[config.mk]
export PLATFORM = sky130hd
export DESIGN_NAME = axis_buffer_tx
export DESIGN_NICKNAME = d
export VERILOG_FILES = /design/src/rtl/axis_buffer_tx.sv
export SDC_FILE = /design/constraint.sdc
export NUM_CORES = 1
export LEC_CHECK = 0
export CAP_MARGIN = 20
export CORE_UTILIZATION = 25
export DETAILED_ROUTE_END_ITERATION = 12
export SYNTH_ARGS = -nofsm -noshare
export SYNTH_HDL_FRONTEND = slang
export SYNTH_SLANG_ARGS = --single-unit
[constraint.sdc]
create_clock -name aclk -period 5.1 [get_ports aclk]
set_input_delay 1.02 -clock aclk [delete_from_list [all_inputs] [get_ports aclk]]
set_output_delay 1.02 -clock aclk [all_outputs]
set_load 0.005 [all_outputs]
[src/rtl/axis_buffer_tx.sv]
// AXI-Stream transmitter: on start, streams MEM_DEPTH words read from a synchronous-read memory.
// Optional start-of-frame flag on m_axis_tuser when AXIS_TX_TUSER_EN is defined.
module axis_buffer_tx #(
  parameter int WIDTH      = 64,
  parameter int MEM_DEPTH  = 11,
  parameter int ADDR_WIDTH = 4
) (
  input  logic                  aclk,
  input  logic                  areset,
  input  logic                  start,
  output logic                  busy,
  output logic                  done,
  output logic                  mem_en,
  output logic [ADDR_WIDTH-1:0] mem_addr,
  input  logic [WIDTH-1:0]      mem_dout,
  input  logic                  m_axis_tready,
  output logic [WIDTH-1:0]      m_axis_tdata,
  output logic                  m_axis_tvalid,
  output logic                  m_axis_tlast
`ifdef AXIS_TX_TUSER_EN
  ,
  output logic                  m_axis_tuser
`endif
);

  localparam int CNT_W = ADDR_WIDTH + 1;
  localparam logic [CNT_W-1:0] DEPTH_C   = CNT_W'(MEM_DEPTH);
  localparam logic [CNT_W-1:0] LAST_BEAT = CNT_W'(MEM_DEPTH - 1);

  typedef enum logic [1:0] {
    S_IDLE   = 2'd0,
    S_STREAM = 2'd1,
    S_DONE   = 2'd2
  } state_t;

  state_t             state_q, state_d;
  logic [CNT_W-1:0]   rd_cnt_q, rd_cnt_d;
  logic [CNT_W-1:0]   beat_cnt_q, beat_cnt_d;
  logic               inflight_q, inflight_d;
  logic               out_vld_q, out_vld_d;
  logic [WIDTH-1:0]   out_data_q, out_data_d;
  logic               skid_vld_q, skid_vld_d;
  logic [WIDTH-1:0]   skid_data_q, skid_data_d;
  logic               busy_q, busy_d;
  logic               done_q, done_d;

  logic               pop_s;
  logic               issue_s;
  logic               out_free_s;
  logic [2:0]         occ_s;

  // Occupancy counts the word returning from memory this cycle, so the two registers never overflow.
  always_comb begin
    pop_s      = out_vld_q && m_axis_tready;
    occ_s      = {2'b00, out_vld_q} + {2'b00, skid_vld_q} + {2'b00, inflight_q} - {2'b00, pop_s};
    issue_s    = (state_q == S_STREAM) && (rd_cnt_q < DEPTH_C) && (occ_s < 3'd2);
    out_free_s = !out_vld_q || pop_s;
  end

  always_comb begin
    state_d     = state_q;
    rd_cnt_d    = rd_cnt_q;
    beat_cnt_d  = beat_cnt_q;
    inflight_d  = issue_s;
    out_vld_d   = out_vld_q;
    out_data_d  = out_data_q;
    skid_vld_d  = skid_vld_q;
    skid_data_d = skid_data_q;

    case (state_q)
      S_IDLE: begin
        if (start) begin
          state_d    = S_STREAM;
          rd_cnt_d   = {CNT_W{1'b0}};
          beat_cnt_d = {CNT_W{1'b0}};
        end else begin
          state_d = S_IDLE;
        end
      end
      S_STREAM: begin
        if (issue_s) begin
          rd_cnt_d = rd_cnt_q + {{(CNT_W-1){1'b0}}, 1'b1};
        end else begin
          rd_cnt_d = rd_cnt_q;
        end
        if (pop_s) begin
          beat_cnt_d = beat_cnt_q + {{(CNT_W-1){1'b0}}, 1'b1};
          if (beat_cnt_q == LAST_BEAT) begin
            state_d = S_DONE;
          end else begin
            state_d = S_STREAM;
          end
        end else begin
          beat_cnt_d = beat_cnt_q;
        end
      end
      S_DONE: begin
        state_d    = S_IDLE;
        rd_cnt_d   = {CNT_W{1'b0}};
        beat_cnt_d = {CNT_W{1'b0}};
      end
      default: begin
        state_d = S_IDLE;
      end
    endcase

    // The skid entry is always older than a returning word, so it refills the output first.
    if (out_free_s) begin
      if (skid_vld_q) begin
        out_vld_d  = 1'b1;
        out_data_d = skid_data_q;
        skid_vld_d = inflight_q;
        if (inflight_q) begin
          skid_data_d = mem_dout;
        end else begin
          skid_data_d = skid_data_q;
        end
      end else if (inflight_q) begin
        out_vld_d  = 1'b1;
        out_data_d = mem_dout;
      end else begin
        out_vld_d = 1'b0;
      end
    end else if (inflight_q) begin
      skid_vld_d  = 1'b1;
      skid_data_d = mem_dout;
    end else begin
      skid_vld_d = skid_vld_q;
    end

    busy_d = (state_d == S_STREAM);
    done_d = (state_d == S_DONE);
  end

  always_ff @(posedge aclk or posedge areset) begin
    if (areset) begin
      state_q     <= S_IDLE;
      rd_cnt_q    <= {CNT_W{1'b0}};
      beat_cnt_q  <= {CNT_W{1'b0}};
      inflight_q  <= 1'b0;
      out_vld_q   <= 1'b0;
      out_data_q  <= {WIDTH{1'b0}};
      skid_vld_q  <= 1'b0;
      skid_data_q <= {WIDTH{1'b0}};
      busy_q      <= 1'b0;
      done_q      <= 1'b0;
    end else begin
      state_q     <= state_d;
      rd_cnt_q    <= rd_cnt_d;
      beat_cnt_q  <= beat_cnt_d;
      inflight_q  <= inflight_d;
      out_vld_q   <= out_vld_d;
      out_data_q  <= out_data_d;
      skid_vld_q  <= skid_vld_d;
      skid_data_q <= skid_data_d;
      busy_q      <= busy_d;
      done_q      <= done_d;
    end
  end

  assign busy          = busy_q;
  assign done          = done_q;
  assign mem_en        = issue_s;
  assign mem_addr      = rd_cnt_q[ADDR_WIDTH-1:0];
  assign m_axis_tdata  = out_data_q;
  assign m_axis_tvalid = out_vld_q;
  assign m_axis_tlast  = out_vld_q && (beat_cnt_q == LAST_BEAT);
`ifdef AXIS_TX_TUSER_EN
  assign m_axis_tuser  = out_vld_q && (beat_cnt_q == {CNT_W{1'b0}});
`endif

endmodule
==> flow_metrics.py, run 1 <==
metrics = {
    "clocking": {
        "cts_max_level": 4,
        "post_cts_buffers": 0,
        "clk_pin_slew_worst_paths_ns": 0.06,
        "cts.root.buffer_cell": "clkbuf_16",
        "cts_made_buffers": 17,
        "cts_buffer_depth": 2,
        "cts_hold_buf": 0,
        "insertion_delay_ns": 0.41,
        "cts-resized-gates": 0,
        "clock-sinks": 145,
        "cts_tree": "yes",
    },
    "global_routing": {
        "grt_pass1_wl_um": 22300,
        "overflow": 0,
        "grt_usage": 0.111,
        "antenna_found_initial": 1,
        "grt_pass1_vias": 4066,
        "grt_max_degree": 102,
    },
    "route": {
        "wl_per_cell_um": 14.0,
        "routed_wl_um": 13500,
        "drt_iter0_markers": 120,
        "dr_total_vias": 4129,
        "drc": 0,
        "ant_nets": 0,
        "routed_via_density": 4.27,
        "first_pass_iters": 4,
    },
    "logic_synthesis": {
        "synthCells": 498,
        "synth.area.mux_share": 0.226,
        "syn_nets": 571,
        "synth_compound_area_frac": 0.0645,
        "ys_ff_latch": 145,
        "synth-xor-area-share": 0.00846,
        "synth-adder-area-share": 0.0101,
        "syn-cell-area_um2": 6210,
        "yosysSeqAreaShare": 0.584,
        "synth_edf_count": 0,
        "yosys.area_share.simple": 0.0705,
        "async_flop_share": 1.00,
        "ys.warnings.count": 0,
        "synth_top_family_by_area": "multiplexers",
        "ys.flop_type": "dfrtp_1",
        "avgSynthCellArea_um2": 12.5,
        "ys_types": 32,
    },
    "setup_path": {
        "cp_cell_sequence": "clkdlybuf4s50_1 -> and2_1 -> ha_1 -> inv_1 -> ha_1 -> a21oi_2 -> xnor2_1 -> nor4b_4 -> clkdlybuf4s50_1",
        "crit_buf_inv": 3,
        "crit_cells": 9,
        "worstPathMaxFanout": 6,
        "start_kind": "input port",
        "r2r.worst_path.cells": 5,
        "crit_start": "m_axis_tready",
        "crit_end": "mem_en",
        "crit_arrival_ns": 3.40,
        "max_stage_delay_ns": 0.55,
        "crit_type": "in -> out",
        "slowest_stage": "clkdlybuf4s50_1",
        "r2r-end": "m_axis_tdata[51]",
        "worstReg2RegStart": "skid_vld_q",
        "cpLargestDelayFamily": "buffers and inverters",
        "regToRegSetupSlack_ns": 2.61,
        "required_ns": 4.08,
        "end_kind": "primary output",
    },
    "final_layout": {
        "antennaDiodeCount": 0,
        "drive_above_1_share": 0.156,
        "layout_commonest_cell": "dfrtp_1",
        "mostFrequentLayoutCells": "dfrtp_1, clkdlybuf4s50_1, nor2_1",
        "nets": 704,
        "instances_no_fill": 967,
        "layout-area-overhead-vs-synth_pct": 36.5,
    },
    "timing": {
        "tightest_slew_ns": 0.934,
        "setup_ws_ns": 0.679,
        "layout_min_cycle_time_ns": 4.42,
        "grt_setup_unrepaired": "no",
        "max_freq_mhz": 226,
        "timing.setup.tns_ns": 0,
        "fin_worst_skew_ns": 0.00982,
        "hold_viol": 0,
        "slew_violations": 0,
        "finalCritPeriodShare": 0.867,
        "relSlewSlack": 0.378,
        "setup_viol": 0,
    },
    "die": {
        "dieArea_um2": 25500,
        "io_pins": 141,
        "die_h_um": 160,
        "dieWidth_um": 160,
        "start_util": 0.255,
        "num_rows": 57,
        "core_area_um2": 24300,
    },
    "hold_path": {
        "hp-start": "skid_data_q[13]",
        "hold_class": "reg -> reg",
    },
    "power_and_ir_drop": {
        "ir_worst_vdd_mv": 0.361,
        "powerDensity_nw_per_um2": 665,
        "p_leak_nw": 3.52,
    },
    "placed_design": {
        "port_buffers": 140,
        "dpl.hpwl_um": 8560,
        "placedCellCount": 936,
        "pre_cts_ws_ns": 0.694,
        "gp_congestion": 0.714,
    },
    "status": {
        "status": "complete, no violations",
    },
    "flow_run": {
        "cap_violations": 0,
    },
}
[report_power, final]
group | switching (mW) | internal, mW | leakage [nW] | total [mW]
logic | 0.946 | 1.31 | 1.56 | 2.25
registers | 0.364 | 1.74 | 1.67 | 2.10
clock network | 0.457 | 0.819 | 0.294 | 1.28
total | 1.77 | 3.87 | 3.52 | 5.63
[through the flow]
stage	area [µm²]	power (mW)	util	hold WS (ns)
detailed placement	7870	4.43	0.324	0.482
finish	8470	5.63	0.348	0.492
global placement	7870	4.38	0.324	0.475
CTS	8470	5.74	0.348	0.496
floorplan	6210	3.51	-	0.464
global route	8470	6.05	0.348	0.505
[synthesized netlist by cell type (5+ instances only)]
| library cell | instances | share of area |
|---|---|---|
| mux2_1 | 5 | 0.0091 |
| dfrtp_1 | 145 | 0.58 |
| nand2_1 | 13 | 0.0079 |
| ha_1 | 5 | 0.010 |
| mux2_2 | 59 | 0.11 |
| buf_4 | 5 | 0.0060 |
| buf_2 | 18 | 0.015 |
| buf_6 | 6 | 0.011 |
| mux2i_1 | 68 | 0.11 |
| nor2_1 | 71 | 0.043 |
| a21oi_1 | 65 | 0.052 |
[registers in the layout, summed over array words and instances (netlist names)]
signal / count
busy: 1
done: 1
skid_data_q: 64
inflight_q: 1
rd_cnt_q: 5
m_axis_tvalid: 1
beat_cnt_q: 5
state_q: 2
skid_vld_q: 1
m_axis_tdata: 64
[layer usage]
| layer | up-vias | global-route usage | wire, µm |
|---|---|---|---|
| met4 | 2 | 0.0302 | 120 |
| li1 | 2002 | - | - |
| met2 | 97 | 0.168 | 5990 |
| met1 | 2018 | 0.153 | 6690 |
| met5 | - | 0 | 13 |
| met3 | 10 | 0.0362 | 724 |
[worst min path at each step]
stage	to	cells past startpoint
CTS	skid_data_q[12]	1
global placement	skid_data_q[10]	1
global route	skid_data_q[12]	1
finish	skid_data_q[13]	1
floorplan	skid_data_q[10]	1
detailed placement	skid_data_q[12]	1
[worst reg2reg max path: cells and delay by family, from the launching register on]
family / cells / cell delay (ns)
buffers and inverters: 1 / 0.55
AOI/OAI and AO/OA: 1 / 0.15
DFF: 1 / 0.78
and+or+nand+nor: 3 / 0.93
[area by class of cell]
class,count,area [µm²]
clock buffers,26,499
clock inverters,5,100
fillers,2422,15800
inverters,4,20.0
multi-input cells,316,2360
flip-flops and latches,145,3630
well taps,324,405
repair buffers,147,1450
[logic make-up (layout without fill, tap and decap cells)]
logic type	Yosys count	count (layout)
DFF	145	145
muxes	132	132
and+or+nand+nor	99	99
AOI/OAI and AO/OA	74	74
buffers and inverters	37	182
xor gates and xnor gates	6	6
adders and majority gates	5	5
Note: power is estimated with default switching activity, not from simulation.
==> run 2, diff against run 1 <==
- CTS_CLUSTER_SIZE: unset -> 30
- SKIP_CTS_REPAIR_TIMING: unset -> 1
==> results of run 2 <==
Final layout, timing and power as in run 1 (identical DEF).
==> run 3, diff against run 2 <==
- CORE_UTILIZATION: 25 -> 50
- PLACE_DENSITY: unset -> 0.8
- clock period: 5.1 -> 4.8 ns (I/O delays scaled with it)
==> run 3 against run 2 <==
Core utilization is 34 points higher; combinational power rose by 8%; clock skew fell by 0.0032 ns; cell count decreased by 16%.
==> flow_metrics.py, run 3 (synthesis gave the netlist of run 1 again) <==
metrics = {
    "route": {
        "dr_total_vias": 4221,
        "ant_nets": 0,
        "first_pass_iters": 4,
        "drt_iter0_markers": 224,
        "routed_via_density": 5.20,
        "drc": 0,
        "routed_wl_um": 13300,
        "wl_per_cell_um": 16.3,
    },
    "setup_path": {
        "crit_type": "in -> out",
        "slowest_stage": "clkdlybuf4s50_1",
        "max_stage_delay_ns": 0.56,
        "required_ns": 3.84,
        "regToRegSetupSlack_ns": 2.36,
        "cpLargestDelayFamily": "buffers and inverters",
        "worstPathMaxFanout": 6,
        "start_kind": "input port",
        "end_kind": "primary output",
        "crit_buf_inv": 3,
        "cp_cell_sequence": "clkdlybuf4s50_1 -> and2_1 -> ha_1 -> inv_1 -> ha_1 -> a21oi_2 -> xnor2_1 -> nor4b_4 -> clkdlybuf4s50_1",
        "crit_arrival_ns": 3.40,
    },
    "status": {
        "status": "complete, no violations",
    },
    "placed_design": {
        "placedCellCount": 780,
        "port_buffers": 140,
        "dpl.hpwl_um": 8520,
        "gp_congestion": 0.758,
        "pre_cts_ws_ns": 0.515,
    },
    "die": {
        "start_util": 0.515,
        "dieWidth_um": 113,
        "die_h_um": 113,
        "io_pins": 141,
        "core_area_um2": 12100,
        "dieArea_um2": 12900,
        "num_rows": 40,
    },
    "timing": {
        "fin_worst_skew_ns": 0.00666,
        "hold_viol": 0,
        "worst_hold_slack_ns": 0.497,
        "timing.setup.tns_ns": 0,
        "max_freq_mhz": 230,
        "slew_violations": 0,
        "tightest_slew_ns": 0.972,
        "setup_ws_ns": 0.444,
        "finalCritPeriodShare": 0.908,
        "relSlewSlack": 0.350,
        "layout_min_cycle_time_ns": 4.36,
        "grt_setup_unrepaired": "no",
        "setup_viol": 0,
    },
    "clocking": {
        "cts.root.buffer_cell": "clkbuf_16",
        "cts_max_level": 4,
        "cts_buffer_depth": 2,
        "cts_made_buffers": 17,
        "clock-sinks": 145,
        "cts_tree": "yes",
        "insertion_delay_ns": 0.42,
        "clk_pin_slew_worst_paths_ns": 0.05,
    },
    "global_routing": {
        "grt_use_met3": 0.0595,
        "grt_busiest_layer": "met2",
        "antenna_found_initial": 0,
        "grt_pass1_vias": 4454,
        "grt_pass1_wl_um": 21800,
        "grt_max_degree": 77,
        "grt_usage": 0.222,
        "use_met2": 0.367,
        "grt_use_met1": 0.281,
        "overflow": 0,
    },
    "final_layout": {
        "instances_no_fill": 812,
        "fillers": 871,
        "multi_input_area_um2": 2360,
        "drive_above_1_share": 0.160,
        "seqCellArea_um2": 3630,
        "layout_commonest_cell": "dfrtp_1",
        "antennaDiodeCount": 0,
        "layout-area-overhead-vs-synth_pct": 33.6,
        "mostFrequentLayoutCells": "dfrtp_1, clkdlybuf4s50_1, nor2_1",
        "nets": 705,
    },
    "power_and_ir_drop": {
        "powerDensity_nw_per_um2": 719,
        "ir_worst_vdd_mv": 0.654,
        "p_leak_nw": 3.53,
    },
    "flow_run": {
        "cap_violations": 0,
    },
    "hold_path": {
        "hold_class": "reg -> reg",
    },
}
-- run 3: changes by cell type in the layout (fill, tap and decap cells not counted), sizes merged --
cell	delta
inv	-1
buf	+1
clkinvlp	+1
bufinv	-2
clkinv	+2
-- run 3: layout make-up --
cell class | instances | share of cell area
Clock inverter | 5 | 0.00604
Timing Repair Buffer | 148 | 0.181
Multi-Input combinational cell | 316 | 0.285
Inverter | 4 | 0.00226
Sequential cell | 145 | 0.438
Clock buffer | 26 | 0.0626
Tap cell | 168 | 0.0254
-- run 3: per-stage QoR --
stage,power [mW],instance area (µm²),utilization
3_3_place_gp,4.58,7700,0.639
3_5_place_dp,4.71,7700,0.639
4_1_cts,6.01,8270,0.686
5_1_grt,6.35,8290,0.687
2_1_floorplan,3.73,6210,-
6_report,5.96,8290,0.687
-- run 3: worst paths after layout --
check                                start               end  cells after the start
setup / recovery             m_axis_tready            mem_en                      9
hold / removal             skid_data_q[12]   skid_data_q[12]                      1
setup reg to reg                skid_vld_q   skid_data_q[40]                      3
hold reg to reg            skid_data_q[12]   skid_data_q[12]                      1
max in group asynchronous           areset   m_axis_tdata[5]                      4
min in group asynchronous           areset  m_axis_tdata[33]                      2
-- run 3: routing by layer --
metal / routed length, µm / up-vias
met5: 0 / -
met4: 235 / 0
met3: 664 / 22
met2: 6550 / 110
met1: 5810 / 2094
li1: - / 1995
-- run 3: power by group --
group	switching (mW)	leakage, nW	total (mW)	internal (mW)
Clock	0.473	0.286	1.26	0.789
Combinational	1.02	1.58	2.42	1.40
Sequential	0.426	1.67	2.28	1.85
Total	1.92	3.53	5.96	4.04
